==> src/rtl/dot_matrix_pkg.sv <==
// Shared dot-matrix definitions: glyph bitmaps, row-strobe constants, capture FSM states.
// Latency: n/a (constants and a combinational classifier only).
// Backpressure: n/a.
package dot_matrix_pkg;

  localparam int NUM_ROWS = 8;

  // Row strobe is active-low one-cold; all ones means no row is being driven.
  localparam logic [7:0] ROW_BLANK = 8'hFF;
  localparam logic [7:0] ROW0_STROBE = 8'b0111_1111;
  localparam logic [7:0] ROW7_STROBE = 8'b1111_1110;

  // Glyph bitmaps, row 0 in the most significant byte.
  localparam logic [63:0] GLYPH0 = 64'h0C0C_197E_9818_2848;
  localparam logic [63:0] GLYPH1 = 64'h0024_3CBD_FF3C_3C00;
  localparam logic [63:0] GLYPH2 = 64'h1818_3C3C_5A18_1824;

  localparam logic [1:0] PAT_UNKNOWN = 2'b11;

  typedef enum logic {
    ST_IDLE    = 1'b0,
    ST_CAPTURE = 1'b1
  } state_t;

  typedef struct packed {
    logic [1:0] id;
    logic       hit;
  } class_t;

  // Priority match against the glyph table; lowest index wins.
  function automatic class_t classify(input logic [63:0] frm);
    class_t res;
    res.id  = PAT_UNKNOWN;
    res.hit = 1'b0;
    if (frm == GLYPH0) begin
      res.id  = 2'b00;
      res.hit = 1'b1;
    end else if (frm == GLYPH1) begin
      res.id  = 2'b01;
      res.hit = 1'b1;
    end else if (frm == GLYPH2) begin
      res.id  = 2'b10;
      res.hit = 1'b1;
    end
    return res;
  endfunction

endpackage

==> src/rtl/dot_row_decode.sv <==
// Decodes an active-low one-cold row strobe into {valid, index}.
// Latency: combinational.
// Backpressure: none.
module dot_row_decode
  import dot_matrix_pkg::*;
(
  input  logic [7:0] dot_row,
  output logic       valid,
  output logic [2:0] index
);

  logic [7:0] zeros;

  // Exactly one low bit is a strobe; bit7 low maps to row 0, bit0 low to row 7.
  always_comb begin
    zeros = ~dot_row;
    valid = ($countones(zeros) == 1);
    index = 3'd0;
    for (int i = 0; i < NUM_ROWS; i++) begin
      if (zeros[i]) begin
        index = 3'(7 - i);
      end
    end
  end

endmodule

==> src/rtl/dot_matrix_capture.sv <==
// Captures an 8-row scanned dot-matrix into a 64-bit frame and classifies it against known glyphs.
// Latency: frame/frame_valid/pattern_id/match registered one clock after row 7 is presented.
// Backpressure: none; rows are consumed every clock, protocol violations pulse seq_err.
module dot_matrix_capture
  import dot_matrix_pkg::*;
(
  input  logic        clock,
  input  logic        reset,
  input  logic [7:0]  dot_row,
  input  logic [7:0]  dot_col,
  output logic [63:0] frame,
  output logic        frame_valid,
  output logic [1:0]  pattern_id,
  output logic        match,
  output logic        seq_err,
  output logic [7:0]  frame_count
);

  state_t     state;
  state_t     state_nxt;
  logic [2:0] exp_row;
  logic [2:0] exp_row_nxt;

  // Rows 0..6 are buffered; row 7 is taken straight from dot_col when the frame closes.
  logic [7:0] line_buf [0:6];

  logic        row_vld;
  logic [2:0]  row_idx;
  logic        line_we;
  logic [2:0]  line_idx;
  logic        frame_load;
  logic        seq_err_nxt;
  logic [63:0] assembled;
  class_t      cls;

  dot_row_decode u_decode (
    .dot_row (dot_row),
    .valid   (row_vld),
    .index   (row_idx)
  );

  assign assembled = {line_buf[0], line_buf[1], line_buf[2], line_buf[3],
                      line_buf[4], line_buf[5], line_buf[6], dot_col};
  assign cls = classify(assembled);

  // State and expected-row register.
  always_ff @(posedge clock) begin
    if (reset) begin
      state   <= ST_IDLE;
      exp_row <= 3'd0;
    end else begin
      state   <= state_nxt;
      exp_row <= exp_row_nxt;
    end
  end

  // Next-state and datapath control; a row-0 strobe always (re)starts a frame.
  always_comb begin
    state_nxt   = state;
    exp_row_nxt = exp_row;
    line_we     = 1'b0;
    line_idx    = row_idx;
    frame_load  = 1'b0;
    seq_err_nxt = 1'b0;
    case (state)
      ST_IDLE: begin
        if (row_vld && row_idx == 3'd0) begin
          line_we     = 1'b1;
          exp_row_nxt = 3'd1;
          state_nxt   = ST_CAPTURE;
        end
      end
      ST_CAPTURE: begin
        if (row_vld && row_idx == exp_row) begin
          if (row_idx == 3'd7) begin
            frame_load  = 1'b1;
            exp_row_nxt = 3'd0;
            state_nxt   = ST_IDLE;
          end else begin
            line_we     = 1'b1;
            exp_row_nxt = exp_row + 3'd1;
          end
        end else if (row_vld && row_idx == 3'd0) begin
          // Restart: the partial frame is dropped and this row begins a new one.
          seq_err_nxt = 1'b1;
          line_we     = 1'b1;
          exp_row_nxt = 3'd1;
          state_nxt   = ST_CAPTURE;
        end else begin
          seq_err_nxt = 1'b1;
          exp_row_nxt = 3'd0;
          state_nxt   = ST_IDLE;
        end
      end
      default: begin
        exp_row_nxt = 3'd0;
        state_nxt   = ST_IDLE;
      end
    endcase
  end

  // Line buffer writes for rows 0..6.
  always_ff @(posedge clock) begin
    if (reset) begin
      for (int i = 0; i < 7; i++) begin
        line_buf[i] <= 8'h00;
      end
    end else if (line_we) begin
      for (int i = 0; i < 7; i++) begin
        if (line_idx == 3'(i)) begin
          line_buf[i] <= dot_col;
        end
      end
    end
  end

  // Output registers; frame and classification hold until the next completed frame.
  always_ff @(posedge clock) begin
    if (reset) begin
      frame       <= 64'd0;
      frame_valid <= 1'b0;
      pattern_id  <= PAT_UNKNOWN;
      match       <= 1'b0;
      seq_err     <= 1'b0;
      frame_count <= 8'd0;
    end else begin
      frame_valid <= frame_load;
      seq_err     <= seq_err_nxt;
      if (frame_load) begin
        frame       <= assembled;
        pattern_id  <= cls.id;
        match       <= cls.hit;
        frame_count <= frame_count + 8'd1;
      end
    end
  end

endmodule

==> config.mk <==
export PLATFORM = sky130hd
export DESIGN_NAME = dot_matrix_capture
export DESIGN_NICKNAME = d
export VERILOG_FILES = /design/src/rtl/dot_matrix_pkg.sv /design/src/rtl/dot_row_decode.sv /design/src/rtl/dot_matrix_capture.sv
export SDC_FILE = /design/constraint.sdc
export NUM_CORES = 1
export LEC_CHECK = 0
export ABC_CLOCK_PERIOD_IN_PS = 4100
export BUFFER_PORTS_ARGS = -buffer_cell sky130_fd_sc_hd__buf_2
export CELL_PAD_IN_SITES_DETAIL_PLACEMENT = 1
export CELL_PAD_IN_SITES_GLOBAL_PLACEMENT = 1
export CORE_MARGIN = 8
export CORE_UTILIZATION = 39
export CTS_BUF_LIST = sky130_fd_sc_hd__clkbuf_16
export DETAILED_ROUTE_END_ITERATION = 8
export PLACE_DENSITY_LB_ADDON = 0.1
export SYNTH_ARGS = -nofsm -noshare
export SYNTH_HDL_FRONTEND = slang
export SYNTH_SLANG_ARGS = --single-unit
==> constraint.sdc <==
create_clock -name clock -period 4.1 [get_ports clock]
set_clock_uncertainty 0.2 [all_clocks]
set_input_delay 0 -clock clock [delete_from_list [all_inputs] [get_ports clock]]
set_output_delay 0 -clock clock [all_outputs]
set_load 0.005 [all_outputs]
==> metrics.yaml, run 1 <==
synthesis:
  ys_top_cells_by_area: "edfxtp_1 29%, dfxtp_1 28%, nand2_1 9.8%"
  netlist_instances: 612
  synth-edff-count: 56
  synth.avg_cell_area_um2: 9.49
  synthArstFlopShare_pct: 0
  yosysMostFrequentCell: "nand2_1"
  yosysUniqueCellTypes: 57
  synth_commonest_cells: "152 x nand2_1, 81 x dfxtp_1, 73 x a21oi_1"
  syn-num-nets: 644
  synth_top_cell_area_share_pct: 29.0
  syn_area_mm2: 0.00581
  yosysWarnings: 0
  ys.flop_type: "dfxtp_1"
  yosysSeqAreaShare_pct: 56.9
  synth_top_area_cell: "edfxtp_1"
  ys_ff_latch: 137
setup_path:
  critPathRequiredTime_ps: 3980
  end_kind: "flip-flop"
  crit_type: "in -> reg"
  start_kind: "input pin"
  critPathMaxFanout: 8
  critical_path_arrival_ps: 3630
sta:
  setup_tns_ps: 0
  hold_viol: 0
  relSlewSlack_pct: 52.2
  rsz0062_at_grt: "false"
  fmax_mhz: 267
  slew_violations: 0
  fin_crit_ps: 3750
  fin_crit_sh_pct: 91.3
  tightest_slew_ps: 717
  finalSetupViolations: 0
detailed_routing:
  first_pass_iters: 4
  ant_nets: 0
  drc: 0
  wl_met3_um: 969
  vias: 4874
  top_layer: "met4"
  routed_wl_mm: 16.9
  wl_per_cell_um: 18.3
  met2_length_mm: 8.05
  drtIter0Drc: 287
  wl_met1_mm: 7.58
  viasPerCell: 5.29
power:
  pwr_density_cell_mw_per_mm2: 436
  ir_drop_v: 0.000286
  p_leak_nw: 2.88
clock_network:
  cts.sinks: 137
  htree_levels: 4
  cts-root-buf: "clkbuf_16"
  cts_buffer_depth: 2
  clkTransAtPathRegs_ps: 60
  cts_made_buffers: 17
  cts_tree: "built"
  clk_latency_ps: 420
  postCtsSetupBuffers: 0
placed_design:
  gp_congestion: 0.875
  portBuffers: 94
  placed_area_mm2: 0.00663
  dp_hpwl_mm: 12.4
flow_run:
  maxCapViolCount: 0
final_layout:
  finish.instance_area_mm2: 0.00726
  layout.nets: 757
  drive_gt1_share_pct: 20.9
  synthToLayoutAreaGrowth_pct: 25.1
  n_antenna_cell: 0
  fill_cells: 1702
floorplan:
  coreArea_mm2: 0.0145
  boundaryPins: 95
  die_y_um: 138
  die_w_um: 138
  initial_core_util_pct: 40.0
  num_rows: 44
  die_area_mm2: 0.0191
min_path:
  min_path_type: "in -> reg"
grt:
  grt_first_pass_wirelength_mm: 27.4
  antenna_found_initial: 0
  track_usage_pct: 17.6
  overflow: 0
  grt_max_degree: 48
  grt_pass1_vias: 5140
run_status:
  status: "finished, final reports clean"
[critical path, cell delays in order]
cell     delay, ps
buf_2           90
inv_1           50
ha_1           210
fa_1           540
inv_1           60
fa_1           520
inv_1           40
ha_1           200
fa_1           440
nor4b_1        340
and3_1         250
o21ai_0        150
o31ai_1        240
buf_4          160
a21o_1         320
[cell type report]
| type | instances | area (um2) | share of cell area [%] |
|---|---|---|---|
| flip-flops and latches | 137 | 3300 | 45.5 |
| clock inverters | 15 | 119 | 1.64 |
| multi-input cells | 414 | 2280 | 31.4 |
| clock buffers | 17 | 425 | 5.86 |
| inverters | 28 | 105 | 1.45 |
| well taps | 184 | 230 | 3.17 |
| repair buffers | 127 | 803 | 11.1 |
[cell usage in the layout, fill, tap and decap left out, types with 3 or more instances in the layout]
cell	n
a211oi_1	3
a21o_1	5
a21oi_1	73
buf_12	5
buf_2	94
buf_4	19
clkbuf_16	17
clkinv_1	7
dfxtp_1	81
dlygate4sd3_1	9
edfxtp_1	56
fa_1	4
ha_1	10
inv_1	30
nand2_1	152
nand3_1	10
nand3b_1	3
nand4_1	9
nand4b_1	4
nor2_1	36
nor3_1	34
nor4_1	6
nor4b_1	4
nor4bb_1	3
o21ai_0	7
o21ai_1	3
or3_1	5
[state kept, by name (all words and copies together), names as in the netlist]
register	cells
frame_valid	1
seq_err	1
line_buf	56
pattern_id	2
state	1
frame	64
exp_row	3
frame_count	8
match	1
[power breakdown]
| part | internal (mW) | switching (mW) |
|---|---|---|
| logic | 0.0911 | 0.143 |
| clock network | 0.871 | 0.560 |
| registers | 1.46 | 0.0401 |
[stage by stage]
step           hold WS (ps)  utilization, %  total power [mW]  setup slack, ps  instances
2_1_floorplan         -64.0               -              1.65              181        612
3_3_place_gp           79.4            45.6              1.75             24.6        881
3_5_place_dp           84.0            45.6              1.76            -95.7        881
4_1_cts                95.2            50.0              3.19              350        922
5_1_grt                 146            50.0              3.28              108        922
6_report               98.7            50.0              3.17              355        922
[worst paths after layout]
check / depth (start not counted) / slack, ps / end / start
setup / recovery: 15 / 350 / line_buf[1][4] / dot_row[0]
hold / removal: 6 / 100 / frame_count[2] / dot_row[7]
setup reg to reg: 7 / 1220 / line_buf[1][4] / exp_row[0]
hold reg to reg: 2 / 250 / frame[25] / frame[25]
[kinds of logic after synthesis]
logic type	after synthesis	share of synthesized area, %
simple gates	282	22.7
flops	137	56.9
compound gates	114	12.1
buf+inv	61	4.16
fa+ha+maj	14	3.53
xor+xnor	3	0.452
mux	1	0.194
[layer usage]
metal / global-route usage [%] / vias to the layer above
met3: 5.34 / 19
li1: - / 2360
met1: 21.4 / 2370
met5: 0 / -
met4: 6.64 / 0
met2: 28.9 / 125
[timing repair]
item                                    in CTS  in global routing
hold buffers                                 9                  0
endpoints found under the setup margin       0                  0
gates resized for setup                      0                  0
endpoints found under the hold margin       44                  0
No activity file was read; power rests on OpenSTA's default activity.
==> inputs of run 2 (changes only) <==
- BUFFER_PORTS_ARGS: -buffer_cell sky130_fd_sc_hd__buf_2 -> -buffer_cell sky130_fd_sc_hd__buf_4
- CORE_MARGIN: 8 -> unset
==> run 2 against run 1 <==
  * Power barely moved
  * Clock-buffer cell count unchanged
  * Via count down 0.39%
  * Sequential share of layout area is 1.2 points lower
  * Worst hold slack improved by 4.3 ps
==> metrics.yaml, run 2 (same netlist as run 1, synthesis figures left out) <==
detailed_routing:
  routed_wl_mm: 16.1  # was 16.9 mm
  wl_per_cell_um: 17.6  # was 18.3 um
  drc: 0  # unchanged
  drtIter0Drc: 302  # was 287
  first_pass_iters: 4  # unchanged
  viasPerCell: 5.28  # was 5.29
  vias: 4855  # was 4874
  ant_nets: 0  # unchanged
sta:
  hold_viol: 0  # unchanged
  fmax_mhz: 264  # was 267 MHz
  rsz0062_at_grt: "false"  # unchanged
  relSlewSlack_pct: 42.1  # was 52.2%
  slew_violations: 0  # unchanged
  fin_crit_ps: 3790  # was 3750 ps
  tightest_slew_ps: 869  # was 717 ps
  setup_tns_ps: 0  # unchanged
  fin_crit_sh_pct: 92.5  # was 91.3%
  setup_slack_ps: 307  # was 355 ps
  finalSetupViolations: 0  # unchanged
  finalHoldWorstSlack_ps: 103  # was 98.7 ps
setup_path:
  critPathRequiredTime_ps: 3970  # was 3980 ps
  r2r_start: "exp_row[0]"  # unchanged
  reg2reg_to: "line_buf[2][0]"  # was line_buf[1][4]
  worstPathCellList: "buf_4 > inv_1 > ha_1 > fa_1 > inv_1 > fa_1 > inv_1 > ha_1 > fa_1 > nor4b_1 > and3_1 > o21ai_0 > o31ai_1 > buf_4 > a21o_1"  # was buf_2 > inv_1 > ha_1 > fa_1 > inv_1 > fa_1 > inv_1 > ha_1 > fa_1 > nor4b_1 > and3_1 > o21ai_0 > o31ai_1 > buf_4 > a21o_1
  crit_type: "in -> reg"  # unchanged
  start_kind: "input pin"  # unchanged
  cpPeakStageDelay_ps: 540  # about the same
  slowest_stage: "fa_1"  # unchanged
  rr_worst_depth: 7  # unchanged
  critical_path_arrival_ps: 3660  # was 3630 ps
  critPathLaunch: "dot_row[0]"  # unchanged
  endpoint: "line_buf[2][0]"  # was line_buf[1][4]
  end_kind: "flip-flop"  # unchanged
  r2r_slack_ps: 1190  # was 1220 ps
  critPathMaxFanout: 8  # unchanged
final_layout:
  mostFrequentLayoutCell: "nand2_1"  # unchanged
  n_antenna_cell: 0  # unchanged
  fill_cells: 1685  # was 1702
  largest-register: "frame"  # unchanged
  largestRegisters: "frame x64, line_buf x56, frame_count x8"  # unchanged
  final_cell_mix: "152 x nand2_1, 111 x buf_4, 81 x dfxtp_1"  # was 152 x nand2_1, 94 x buf_2, 81 x dfxtp_1
  drive_gt1_share_pct: 20.7  # was 20.9%
  layout.nets: 754  # was 757
  synthToLayoutAreaGrowth_pct: 28.6  # was 25.1%
  largest_reg_flops: 64  # unchanged
grt:
  grt_first_pass_wirelength_mm: 25.4  # was 27.4 mm
  grt_pass1_vias: 4782  # was 5140
  antenna_found_initial: 0  # unchanged
  track_usage_pct: 22.3  # was 17.6%
  overflow: 0  # unchanged
  grt_max_degree: 84  # was 48
placed_design:
  gp_congestion: 0.834  # was 0.875
  dp_slack_ps: -115  # was -95.7 ps
  portBuffers: 94  # unchanged
  dp_hpwl_mm: 11.6  # was 12.4 mm
clock_network:
  cts-root-buf: "clkbuf_16"  # unchanged
  postCtsSetupBuffers: 0  # unchanged
  cts_tree: "built"  # unchanged
  cts.sinks: 137  # unchanged
  htree_levels: 4  # unchanged
  clkTransAtPathRegs_ps: 50  # was 60 ps
  cts_made_buffers: 17  # unchanged
  clk_latency_ps: 420  # about the same
  cts_buffer_depth: 2  # unchanged
power:
  sw_frac_of_total_pct: 23.3  # was 23.4%
  ir_drop_v: 0.000258  # was 0.000286 V
  power_frac_clock_pct: 45.0  # was 45.2%
  power_mw: 3.17  # about the same
  p_comb_share_pct: 7.5  # was 7.4%
  power.switching_mw: 0.738  # was 0.743 mW
  internal_power_mw: 2.43  # about the same
  pwr_density_cell_mw_per_mm2: 424  # was 436 mW/mm2
  seqPwrFrac_pct: 47.4  # about the same
  p_leak_nw: 2.88  # about the same
min_path:
  min_path_type: "in -> reg"  # unchanged
run_status:
  status: "finished, final reports clean"  # unchanged
floorplan:
  boundaryPins: 95  # unchanged
  die_area_mm2: 0.0154  # was 0.0191 mm2
  die_w_um: 124  # was 138 um
  num_rows: 44  # unchanged
  initial_core_util_pct: 40.0  # unchanged
  die_y_um: 124  # was 138 um
  coreArea_mm2: 0.0145  # unchanged
flow_run:
  maxCapViolCount: 0  # unchanged
[run 2: changes by cell type in the layout (fill, tap and decap cells not counted), sizes merged]
cell,before,now
clkinv,9,8
buf,118,115
clkinvlp,2,1
inv,30,32
[run 2: area by class of cell]
type / instances / area, um2 / area share, %
tap: 184 / 230 / 3.08
inverter: 28 / 105 / 1.41
clock buffer: 17 / 425 / 5.70
clock inverter: 15 / 121 / 1.63
sequential: 137 / 3300 / 44.2
multi-input combinational: 414 / 2280 / 30.5
timing repair buffer: 124 / 1000 / 13.4
[run 2: power groups by stage]
stage / clock [mW] / sequential [mW] / combinational [mW]
global route: 1.51 / 1.51 / 0.262
CTS: 1.45 / 1.50 / 0.241
global placement: 0 / 1.53 / 0.222
floorplan: 0 / 1.51 / 0.143
detailed placement: 0 / 1.53 / 0.233
finish: 1.43 / 1.50 / 0.239
[run 2: worst min path at each step]
stage                           from              to  cells after the start
after global routing      dot_row[5]           state                      7
after CTS                 dot_row[5]           state                      7
after floorplan           dot_col[0]        frame[0]                      2
after detailed placement  dot_col[7]        frame[7]                      3
final                     dot_row[7]  frame_count[2]                      6
after global placement    dot_col[7]        frame[7]                      3
[run 2: metrics by stage]
step | util, % | std cells | instance area (um2)
floorplan | - | 612 | 5810
global placement | 47.0 | 878 | 6830
detailed placement | 47.0 | 878 | 6830
CTS | 51.4 | 919 | 7470
global route | 51.4 | 919 | 7470
finish | 51.4 | 919 | 7470
[run 2: worst max-delay path: cells and delay by family]
kind	cells	cell delay, ps
and+or+nand+nor	2	610
buffers and inverters	5	380
adders and majority gates	5	1930
AOI/OAI and AO/OA	3	730
[run 2: per-layer routing]
metal / track usage, % / share of wire (%) / vias up
li1: - / - / 2359
met1: 28.3 / 46 / 2371
met2: 36.1 / 48 / 104
met3: 5.45 / 4.4 / 21
met4: 9.38 / 2.0 / 0
met5: 0 / 0 / -
[run 2: timing repair]
action	4_1_cts	5_1_grt
hold buffers	9	0
endpoints found under the setup margin	0	0
resized for setup	0	0
endpoints found under the hold margin	24	0
==> inputs of run 3 (changes only) <==
- CORE_ASPECT_RATIO: unset -> 0.9
==> run 3 against run 2 <==
  * Non-clock buffer count grew 3
  * Worst hold slack lost 22 ps
  * Clock power is essentially flat
  * Wire length grew 1.6%
  * Largest cell class unchanged
  * Global-route usage grew 0.56 points
  * First-iteration DRC count grew 5.3%
  * Highest routed layer unchanged
  * Setup slack gained 5.9 ps
  * Maximum frequency grew 0.16%
  * Via count grew 0.45%
  * Utilization grew 1.4 points
  * Critical endpoint is now line_buf[3][3]
  * Die area is essentially flat
==> metrics.yaml, run 3 (same netlist as run 1, synthesis figures left out) <==
run_status:
  status: "finished, final reports clean"  # unchanged
power:
  p_leak_nw: 2.91  # was 2.88 nW
  p_comb_share_pct: 7.8  # was 7.5%
  power.switching_mw: 0.769  # was 0.738 mW
  power_mw: 3.17  # about the same
  ir_drop_v: 0.000296  # was 0.000258 V
  sw_frac_of_total_pct: 24.3  # was 23.3%
  pwr_density_cell_mw_per_mm2: 421  # was 424 mW/mm2
  seqPwrFrac_pct: 47.4  # about the same
  internal_power_mw: 2.40  # was 2.43 mW
  power_frac_clock_pct: 44.8  # was 45.0%
final_layout:
  layout.nets: 757  # was 754
  largestRegisters: "frame x64, line_buf x56, frame_count x8"  # unchanged
  n_antenna_cell: 0  # unchanged
  fin_cells: 931  # was 919
  synthToLayoutAreaGrowth_pct: 29.6  # was 28.6%
  fill_cells: 1657  # was 1685
  drive_gt1_share_pct: 21.8  # was 20.7%
  mostFrequentLayoutCell: "nand2_1"  # unchanged
  largest-register: "frame"  # unchanged
  largest_reg_flops: 64  # unchanged
  finish.instance_area_mm2: 0.00752  # was 0.00747 mm2
  final_cell_mix: "152 x nand2_1, 113 x buf_4, 81 x dfxtp_1"  # was 152 x nand2_1, 111 x buf_4, 81 x dfxtp_1
floorplan:
  initial_core_util_pct: 40.7  # was 40.0%
  die_y_um: 118  # was 124 um
  num_rows: 41  # was 44
  boundaryPins: 95  # unchanged
  die_area_mm2: 0.0154  # about the same
  coreArea_mm2: 0.0143  # was 0.0145 mm2
  die_w_um: 131  # was 124 um
sta:
  finalSetupViolations: 0  # unchanged
  slew_violations: 0  # unchanged
  setup_slack_ps: 313  # was 307 ps
  rsz0062_at_grt: "false"  # unchanged
  hold_viol: 0  # unchanged
  tightest_slew_ps: 916  # was 869 ps
  fmax_mhz: 264  # about the same
  setup_tns_ps: 0  # unchanged
  fin_crit_ps: 3790  # about the same
  relSlewSlack_pct: 38.9  # was 42.1%
  fin_crit_sh_pct: 92.4  # was 92.5%
detailed_routing:
  first_pass_iters: 4  # unchanged
  routed_wl_mm: 16.4  # was 16.1 mm
  ant_nets: 0  # unchanged
  vias: 4877  # was 4855
  drc: 0  # unchanged
  viasPerCell: 5.24  # was 5.28
  drtIter0Drc: 318  # was 302
  wl_per_cell_um: 17.6  # about the same
clock_network:
  cts.sinks: 137  # unchanged
  cts-root-buf: "clkbuf_16"  # unchanged
  cts_tree: "built"  # unchanged
  postCtsSetupBuffers: 0  # unchanged
  cts_made_buffers: 17  # unchanged
  cts_buffer_depth: 2  # unchanged
  clk_latency_ps: 420  # about the same
  clkTransAtPathRegs_ps: 60  # was 50 ps
  htree_levels: 4  # unchanged
grt:
  track_usage_pct: 22.8  # was 22.3%
  grt_first_pass_wirelength_mm: 26.5  # was 25.4 mm
  grt_max_degree: 84  # unchanged
  grt_pass1_vias: 4958  # was 4782
  overflow: 0  # unchanged
  antenna_found_initial: 0  # unchanged
setup_path:
  critPathRequiredTime_ps: 3980  # was 3970 ps
  cpLargestDelayFamily: "adder cells"  # unchanged
  cpPeakStageDelay_ps: 560  # was 540 ps
  worstPathCellList: "buf_4 > inv_1 > ha_1 > fa_1 > inv_1 > fa_1 > inv_1 > ha_1 > fa_1 > or4b_1 > or3_1 > o31ai_1 > buf_4 > a21o_1"  # was buf_4 > inv_1 > ha_1 > fa_1 > inv_1 > fa_1 > inv_1 > ha_1 > fa_1 > nor4b_1 > and3_1 > o21ai_0 > o31ai_1 > buf_4 > a21o_1
  end_kind: "flip-flop"  # unchanged
  start_kind: "input pin"  # unchanged
  critPathMaxFanout: 8  # unchanged
  slowest_stage: "fa_1"  # unchanged
  cp_num_buf_inv: 5  # unchanged
  critical_path_arrival_ps: 3670  # was 3660 ps
  crit_type: "in -> reg"  # unchanged
placed_design:
  dp_hpwl_mm: 11.6  # about the same
  dp_slack_ps: -102  # was -115 ps
  placed_area_mm2: 0.00688  # was 0.00683 mm2
  portBuffers: 94  # unchanged
  place_inst: 890  # was 878
  gp_congestion: 0.853  # was 0.834
min_path:
  min_path_type: "in -> reg"  # unchanged
flow_run:
  maxCapViolCount: 0  # unchanged
==> run 3: per-layer routing <==
metal | up-vias | share of wire (%) | GRT usage, %
met3 | 17 | 5.7 | 5.73
met4 | 0 | 1.4 | 8.05
met1 | 2358 | 46 | 30.6
met2 | 140 | 46 | 35.4
met5 | - | 0 | 0
li1 | 2362 | - | -
==> run 3: path summary, 6_finish.rpt <==
| check | startpoint | to | slack [ps] | depth (start not counted) |
|---|---|---|---|---|
| worst min-delay path | dot_row[7] | frame_count[2] | 80 | 6 |
| worst max register to register | exp_row[0] | line_buf[3][3] | 1270 | 7 |
| worst max-delay path | dot_row[0] | line_buf[3][3] | 310 | 14 |
| worst min register to register | frame[28] | frame[28] | 250 | 2 |
==> run 3: metrics by stage <==
| stage | utilization (%) | hold WS (ps) |
|---|---|---|
| 2_1_floorplan | - | -64.0 |
| 3_3_place_gp | 48.2 | 75.8 |
| 3_5_place_dp | 48.2 | 83.8 |
| 4_1_cts | 52.7 | 67.8 |
| 5_1_grt | 52.8 | 183 |
| 6_report | 52.8 | 81.3 |
==> run 3: power by group through the flow <==
stage	registers, mW	clock network [mW]	logic [mW]
final	1.50	1.42	0.248
after detailed placement	1.53	0	0.235
after global routing	1.51	1.50	0.275
after floorplan	1.51	0	0.143
after global placement	1.53	0	0.227
after CTS	1.50	1.45	0.244
==> run 3: tightest hold or removal path: cells and delay by family <==
family	cells	cell delay [ps]
simple gates	3	340
compound gates	1	120
buf+inv	1	140
xor+xnor	1	70
==> run 3: layout make-up <==
| type | instances | area (um2) | share of cell area (%) |
|---|---|---|---|
| Inverter | 28 | 105 | 1.40 |
| Tap cell | 193 | 241 | 3.21 |
| Timing Repair Buffer | 127 | 1040 | 13.8 |
| Clock inverter | 13 | 76.3 | 1.01 |
| Multi-Input combinational cell | 414 | 2280 | 30.4 |
| Sequential cell | 137 | 3300 | 43.9 |
| Clock buffer | 19 | 475 | 6.32 |
==> run 3: timing repair <==
item,CTS,global route
resized for setup,0,1
endpoints found under the setup margin,0,24
hold endpoints to repair,30,0
hold buffers,9,0
